$ cat config.mk
export PLATFORM = sky130hd
export DESIGN_NAME = pipemem_stage
export DESIGN_NICKNAME = d
export VERILOG_FILES = /design/src/rtl/pipe_pkg.sv /design/src/rtl/pipemem_align.sv /design/src/rtl/pipemem_stage.sv
export SDC_FILE = /design/constraint.sdc
export NUM_CORES = 1
export LEC_CHECK = 0
export ABC_AREA = 1
export CORE_UTILIZATION = 31
export CTS_CLUSTER_SIZE = 40
export DETAILED_ROUTE_END_ITERATION = 8
export GPL_ROUTABILITY_DRIVEN = 0
export HOLD_SLACK_MARGIN = 0.12
export PLACE_DENSITY = 0.95
export SETUP_SLACK_MARGIN = 0.2
export SYNTH_ARGS = -nofsm -noshare
export SYNTH_HDL_FRONTEND = slang
export SYNTH_SLANG_ARGS = --single-unit
$ cat constraint.sdc
create_clock -name clock -period 2.81 [get_ports clock]
set_clock_uncertainty 0.15 [all_clocks]
set_input_delay 0.843 -clock clock [delete_from_list [all_inputs] [get_ports clock]]
set_output_delay 0.843 -clock clock [all_outputs]
set_load 0.01 [all_outputs]
$ cat src/rtl/pipe_pkg.sv
// Shared encodings for the MEM stage of the MIPS32 pipeline.
//   SZ_*      : access size field, mfunc[1:0]
//   MFUNC_UNS : mfunc bit selecting zero-extension of loads
//   state_t   : MEM-stage bus FSM states
package pipe_pkg;

    localparam logic [1:0] SZ_BYTE = 2'b00;
    localparam logic [1:0] SZ_HALF = 2'b01;
    localparam logic [1:0] SZ_WORD = 2'b10;

    localparam int unsigned MFUNC_UNS = 2;

    typedef enum logic {
        ST_IDLE = 1'b0,
        ST_WAIT = 1'b1
    } state_t;

endpackage

$ cat src/rtl/pipemem_align.sv
// Byte-lane steering for the MEM stage (purely combinational).
//   size       in  access size (11 treated as word)
//   uns        in  zero-extend loads when set
//   addr       in  low two bits of the byte address
//   mb         in  right-justified store data
//   mem_rdata  in  raw bus read word
//   be         out byte enables, bit i = lane i
//   wdata      out store data replicated across lanes
//   load_val   out extended load value
//   misaligned out access violates its natural alignment
module pipemem_align
    import pipe_pkg::*;
(
    input  logic [1:0]  size,
    input  logic        uns,
    input  logic [1:0]  addr,
    input  logic [31:0] mb,
    input  logic [31:0] mem_rdata,
    output logic [3:0]  be,
    output logic [31:0] wdata,
    output logic [31:0] load_val,
    output logic        misaligned
);

    logic [7:0]  byte_lane;
    logic [15:0] half_lane;

    // Addressed lanes of the read word
    always_comb begin
        byte_lane = mem_rdata[7:0];
        case (addr)
            2'd1:    byte_lane = mem_rdata[15:8];
            2'd2:    byte_lane = mem_rdata[23:16];
            2'd3:    byte_lane = mem_rdata[31:24];
            default: byte_lane = mem_rdata[7:0];
        endcase
        half_lane = addr[1] ? mem_rdata[31:16] : mem_rdata[15:0];
    end

    // Enables, store replication, load extension and alignment per size
    always_comb begin
        be         = 4'b1111;
        wdata      = mb;
        load_val   = mem_rdata;
        misaligned = 1'b0;
        case (size)
            SZ_BYTE: begin
                be       = 4'b0001 << addr;
                wdata    = {4{mb[7:0]}};
                load_val = uns ? {24'd0, byte_lane} : {{24{byte_lane[7]}}, byte_lane};
            end
            SZ_HALF: begin
                misaligned = addr[0];
                be         = 4'b0011 << {addr[1], 1'b0};
                wdata      = {2{mb[15:0]}};
                load_val   = uns ? {16'd0, half_lane} : {{16{half_lane[15]}}, half_lane};
            end
            default: begin
                misaligned = (addr != 2'b00);
            end
        endcase
    end

endmodule

$ cat src/rtl/pipemem_stage.sv
// MEM stage: drives the data-memory req/ready bus, formats load data
// for MEM/WB, stalls upstream while memory is slow, flags misaligned
// accesses and bus timeouts.
//   clock, resetn        clock and synchronous active-low reset
//   mwmem, mm2reg        store / load in MEM (both set = store)
//   mfunc, malu, mb      size+unsigned, byte address, store data
//   mmo                  formatted load data
//   mstall               freeze upstream, bubble into MEM/WB
//   mexc_align           misaligned access this cycle
//   mexc_berr            bus timeout, one-cycle pulse
//   mem_*                data-memory bus
module pipemem_stage
    import pipe_pkg::*;
#(
    parameter int unsigned TIMEOUT = 16,
    parameter int unsigned CNT_W   = 5
) (
    input  logic        clock,
    input  logic        resetn,
    input  logic        mwmem,
    input  logic        mm2reg,
    input  logic [2:0]  mfunc,
    input  logic [31:0] malu,
    input  logic [31:0] mb,
    output logic [31:0] mmo,
    output logic        mstall,
    output logic        mexc_align,
    output logic        mexc_berr,
    output logic        mem_req,
    output logic        mem_we,
    output logic [31:0] mem_addr,
    output logic [3:0]  mem_be,
    output logic [31:0] mem_wdata,
    input  logic [31:0] mem_rdata,
    input  logic        mem_ready
);

    state_t             state;
    logic [CNT_W-1:0]   cnt;
    logic               access;
    logic               is_load;
    logic               timeout;
    logic [3:0]         be;
    logic [31:0]        load_val;
    logic               misaligned;

    assign access  = mwmem | mm2reg;
    assign is_load = mm2reg & ~mwmem;
    // The request cycle in IDLE is the first cycle without ready, so the
    // error fires once the WAIT count shows TIMEOUT-1 ready-less cycles.
    assign timeout = (cnt == CNT_W'(TIMEOUT - 2));

    pipemem_align u_align (
        .size       (mfunc[1:0]),
        .uns        (mfunc[MFUNC_UNS]),
        .addr       (malu[1:0]),
        .mb         (mb),
        .mem_rdata  (mem_rdata),
        .be         (be),
        .wdata      (mem_wdata),
        .load_val   (load_val),
        .misaligned (misaligned)
    );

    // State and wait counter
    always_ff @(posedge clock) begin
        if (!resetn) begin
            state <= ST_IDLE;
            cnt   <= '0;
        end else begin
            case (state)
                ST_IDLE: begin
                    cnt <= '0;
                    if (access && !misaligned && !mem_ready) begin
                        state <= ST_WAIT;
                    end
                end
                ST_WAIT: begin
                    if (mem_ready || timeout) begin
                        state <= ST_IDLE;
                        cnt   <= '0;
                    end else begin
                        cnt <= cnt + CNT_W'(1);
                    end
                end
                default: begin
                    state <= ST_IDLE;
                    cnt   <= '0;
                end
            endcase
        end
    end

    // Bus handshake, stall and load formatting
    always_comb begin
        mem_req    = 1'b0;
        mstall     = 1'b0;
        mexc_berr  = 1'b0;
        mmo        = '0;
        mexc_align = access & misaligned;
        mem_addr   = {malu[31:2], 2'b00};
        case (state)
            ST_IDLE: begin
                if (access && !misaligned) begin
                    mem_req = 1'b1;
                    mstall  = ~mem_ready;
                    if (mem_ready && is_load) begin
                        mmo = load_val;
                    end
                end
            end
            ST_WAIT: begin
                mem_req = 1'b1;
                if (mem_ready) begin
                    if (is_load) begin
                        mmo = load_val;
                    end
                end else if (timeout) begin
                    mexc_berr = 1'b1;
                end else begin
                    mstall = 1'b1;
                end
            end
            default: begin
                mem_req = 1'b0;
            end
        endcase
        mem_we = mem_req & mwmem;
        mem_be = mem_req ? be : 4'b0000;
    end

endmodule
# --- Word-level counts from Yosys, hierarchy flattened ---
# Cells that the tools add are included.
# W data, S select, Z words.
word_totals:
  ff_bits: 6
  inputBits: 104
  elab_cells: 53
op_classes:
  n_addsub: 1
  n_eq_ne: 5
  n_shift: 2
  mux: 28
  bitwise_logic: 7
  reduce_logical: 8
ops:
  columns: ["op", "n"]
  rows:
  - ["$mux W32", 6]
  - ["$pmux W32 S2", 3]
  - ["$pmux W8 S3", 1]
  - ["$mux W16", 1]
  - ["$pmux W5 S2", 1]
  - ["$mux W1", 9]
  - ["$pmux W1 S2", 4]
  - ["$pmux W4 S2", 1]
  - ["$add A5 B1 Y5 const B", 1]
  - ["$eq A5 B4 Y1 const B", 1]
  - ["$mux W5", 1]
  - ["$eq A2 B1 Y1 const B", 2]
  - ["$eq A2 B2 Y1 const B", 2]
  - ["$mux W4", 1]
  - ["$shl A1 B2 Y4 const A", 1]
  - ["$shl A2 B2 Y4 const A", 1]
  - ["$and A1 B1 Y1", 3]
  - ["$logic_and A1 B1 Y1", 3]
  - ["$not A1 Y1", 3]
  - ["$logic_not A1 Y1", 2]
  - ["$logic_not A2 Y1", 1]
  - ["$reduce_bool A2 Y1", 1]
  - ["$logic_or A1 B1 Y1", 1]
  - ["$or A1 B1 Y1", 1]

# --- Longest topological paths before layout ---
depth:
  depth_word: 7
  depth_mapped: 10
  mapped_depth_nobuf: 8

# --- Cells and area by module ---
# From an unflattened synthesis, not the netlist that was laid out.
unflattened:
  cells_unflattened: 419
  hier_area_um2: 2279.7
modules_own_cells:
  columns: ["mod", "instances", "cells_each", "area_each_um2", "seq_area_each_um2"]
  rows:
  - ["pipemem_align", 1, 262, 1268.7, 0.0]
  - ["pipemem_stage", 1, 157, 1011.0, 120.1]

# --- Worst setup path after synthesis ---
# OpenSTA, ideal clock, no wires.
synth_path:
  kind: "input -> output"
  startpoint: "in mfunc[1]"
  endpoint: "out mmo[21]"
  arrival_ps: 1823
  t_required_ps: 1817
  setup_slack_ps: -6
  cell_stages: 10
  path_cell_list: "buf_6 > clkinv_4 > nand2_4 > buf_6 > nand3_4 > nand2_4 > a21oi_4 > nand2_4 > buf_12 > nor2_4"
synth_between:
  elab_chain_cells: 6
synth_rtl:
  columns: ["element", "line", "rtl"]
  rows:
  - ["from (decl)", "pipemem_stage.sv:22", "input logic [2:0] mfunc,"]
  - ["$eq A2 B1 Y1 / $logic_not A2 Y1 (equally long branches)", "pipemem_align.sv:46", "case (size)"]
  - ["$pmux W1 S2", "pipemem_align.sv:46", null]
  - ["$logic_not A1 Y1", "pipemem_stage.sv:104", "if (access && !misaligned) begin"]
  - ["$logic_and A1 B1 Y1", "pipemem_stage.sv:104", null]
  - ["$mux W32", "pipemem_stage.sv:104", null]
  - ["$pmux W32 S2 *", "pipemem_stage.sv:102", "case (state)"]
  - ["to (decl)", "pipemem_stage.sv:25", "output logic [31:0] mmo,"]
# Mark *: on every way between the ends. The rest lies on a longest branch, timed or not.

# --- Worst setup path after layout ---
layout_path:
  startpoint: "in mfunc[1]"
  endpoint: "out mmo[30]"
# The elaborated chain is that of the path after synthesis.

==> metrics.cfg <==
[detailed_routing]
vias_per_cell = 5.29
dr.first_iter.drc_count = 214
drc_errors = 0
routed_wl_mm = 11.0
postRouteAntennaNets = 0
vias = 3415
dr.pass1.iters = 4
routedWlPerCell_microns = 17.1

[hold_path]
min_path_type = reg -> reg
min_path_cells = 1
holdPathEnd = cnt[0]
min_from = cnt[0]

[sta]
fin_ws_ns = -0.258
hold_viol = 0
final_max_slew_viol_count = 0
rsz0062_at_grt = true
period_minus_slack_ns = 3.07
fmaxAchievable_mhz = 326
period_share = 1.09
setup_violations = 56

[grt]
grt_start_max_net_pins = 24
met3_usage = 0.0428
antenna_found_initial = 0
grt_pass1_vias = 3283
grt-ovfl-total = 0
grt_util_met2 = 0.550
grtUsageMet1 = 0.261
grtUsageTotal = 0.271
top_usage_layer = met2
grt_pass1_wl_mm = 15.7

[cells_and_area]
nNetsFinal = 676
diodes = 0
area_delta_synth_final_pct = 110
drive_gt1_frac = 0.482
layout_commonest_cell = nand2_1
fillCellCount = 472
utilization = 0.691
final_cell_mix = 106 x nand2_1, 60 x buf_6, 55 x clkdlybuf4s50_1

[pwr]
p_clk_frac = 0.141
finalPower_w = 0.000909
p_per_area_nw_per_um2 = 202
irDropWorstVdd_mv = 0.106
p_int_w = 0.000535
p_leak_nw = 2.23
pwr-share-comb = 0.762
p_switching_w = 0.000374
p_seq_frac = 0.097
switching_share = 0.411

[die]
fp.dieArea_sq_um = 7230
die_h_microns = 85.1
start_util = 0.329
die_w_microns = 85.1
num_io_pins = 209
core-area_sq_um = 6490
row_count = 29

[logic_synthesis]
avgSynthCellArea_sq_um = 5.41
ys_types = 31
seq_area_frac_synth = 0.0562
postSynthCellCount = 395
synth_area_sq_um = 2140
yosys_warnings = 0
ys_ff_latch = 6

[clocking]
cts.sink_count = 6
htreeDepth = 1
clk_pin_slew_worst_paths_ns = 0.03
numCtsBuffers = 3
cts_hold_buf = 0
clk_latency_ns = 0.22
clk_root_buffer_cell = clkbuf_8
tritoncts = built
cts_buffer_depth = 2

[critical_path]
cpMaxStageDelayCell = a21oi_4
r2r_slack_ns = 1.42
critPathKind = in -> out
r2r_cells = 7
cp_num_buf_inv = 6
critPathMaxFanout = 5
startpoint_type = primary input
critical_path_depth = 12
crit_chain = buf_6 -> buf_6 -> clkinv_8 -> nand2_4 -> nand3_4 -> nand2_4 -> a21oi_4 -> nand2_4 -> buf_12 -> buf_16 -> nor2_4 -> buf_6
arrival_ns = 2.07
cp_top_family = buffers and inverters
timing.rr.end = cnt[4]
critical-path-max-stage-delay_ns = 0.18
r2r-start = cnt[0]
cp.required_ns = 1.82
end_kind = primary output

[placement]
hpwl_mm = 7.54
numPortBuffers = 146
pre_cts_ws_ns = -1.04

[flow_run]
cap_violations = 0

[run_status]
status = complete, but fails checks
violations = setup timing

metal layers:
layer	vias to the layer above	part of all wire
met3	77	0.094
met4	0	0.060
met2	246	0.54
met1	1537	0.31
met5	-	0
li1	1555	-
per-stage QoR:
step           cells  cell area (sq um)  TNS (ns)  hold WS [ns]
6_report         645               4490     -8.98         0.325
3_5_place_dp     607               3720    -58.45         0.310
5_1_grt          645               4490    -11.81         0.355
4_1_cts          634               4170     -8.20         0.317
3_3_place_gp     607               3720    -57.96         0.287
2_1_floorplan    396               2210         0         0.280
cell families after synthesis:
| kind of cell | after synthesis | synth area share |
|---|---|---|
| xor+xnor | 2 | 0.00819 |
| simple gates | 232 | 0.510 |
| other cells | 1 | 0.00175 |
| buf+inv | 95 | 0.269 |
| fa+ha+maj | 2 | 0.0117 |
| compound gates | 57 | 0.143 |
| flops | 6 | 0.0562 |
how the worst max path moves through the flow:
| stage | startpoint | to | slack, ns |
|---|---|---|---|
| after floorplan | mfunc[1] | mmo[21] | 0.006 |
| after detailed placement | mfunc[1] | mmo[30] | -1.04 |
| after global routing | mfunc[1] | mmo[10] | -0.30 |
| final | mfunc[1] | mmo[30] | -0.26 |
| after CTS | mfunc[1] | mmo[21] | -0.30 |
| after global placement | mfunc[1] | mmo[22] | -1.0 |
worst reg2reg max path, delay by kind of cell, from the launching register on:
family / cells / cell delay, ns
fa+ha+maj: 1 / 0.19
simple gates: 4 / 0.40
buf+inv: 1 / 0.06
flops: 1 / 0.37
compound gates: 1 / 0.14
power groups by stage:
stage	clock [W]	sequential, W	combinational [W]
2_1_floorplan	0	0.0000889	0.000283
3_3_place_gp	0	0.0000891	0.000541
3_5_place_dp	0	0.0000892	0.000550
4_1_cts	0.000130	0.0000879	0.000613
5_1_grt	0.000136	0.0000881	0.000730
6_report	0.000128	0.0000880	0.000692
state kept, by name, summed over array words and instances (netlist names):
register	cells
cnt	5
state	1
Yosys cell counts:
master / count / area share
a21oi_1: 25 / 0.059
a21oi_4: 1 / 0.0076
buf_1: 1 / 0.0018
buf_12: 1 / 0.0094
buf_2: 1 / 0.0023
buf_4: 44 / 0.15
buf_6: 4 / 0.021
clkbuf_1: 7 / 0.012
clkinv_1: 1 / 0.0018
clkinv_4: 1 / 0.0041
conb_1: 1 / 0.0018
dfxtp_1: 6 / 0.056
ha_1: 2 / 0.012
inv_1: 33 / 0.058
inv_2: 2 / 0.0035
nand2_1: 130 / 0.23
nand2_2: 2 / 0.0059
nand2_4: 4 / 0.021
nand3_1: 46 / 0.11
nand3_2: 1 / 0.0047
nand3_4: 1 / 0.0082
nand4_1: 1 / 0.0029
nor2_1: 27 / 0.047
nor2_2: 1 / 0.0029
nor2_4: 11 / 0.058
o211ai_1: 3 / 0.011
o21ai_0: 26 / 0.061
o21ai_1: 1 / 0.0023
o21bai_1: 1 / 0.0035
or2_2: 8 / 0.023
xnor2_1: 2 / 0.0082
cell type report:
class	instances	area [sq um]	area share
Sequential cell	6	120	0.0268
Timing Repair Buffer	227	2220	0.494
Multi-Input combinational cell	295	1850	0.411
Clock buffer	3	41.3	0.00920
Inverter	37	168	0.0374
Tap cell	77	96.3	0.0215
repair_timing:
item	in CTS	in global routing
setup endpoints to repair	73	64
cloned	3	1
buffers inserted	21	10
resized for setup	406	69
endpoints found under the hold margin	0	0
pin swaps	21	25
No activity file was read; power rests on OpenSTA's default activity.
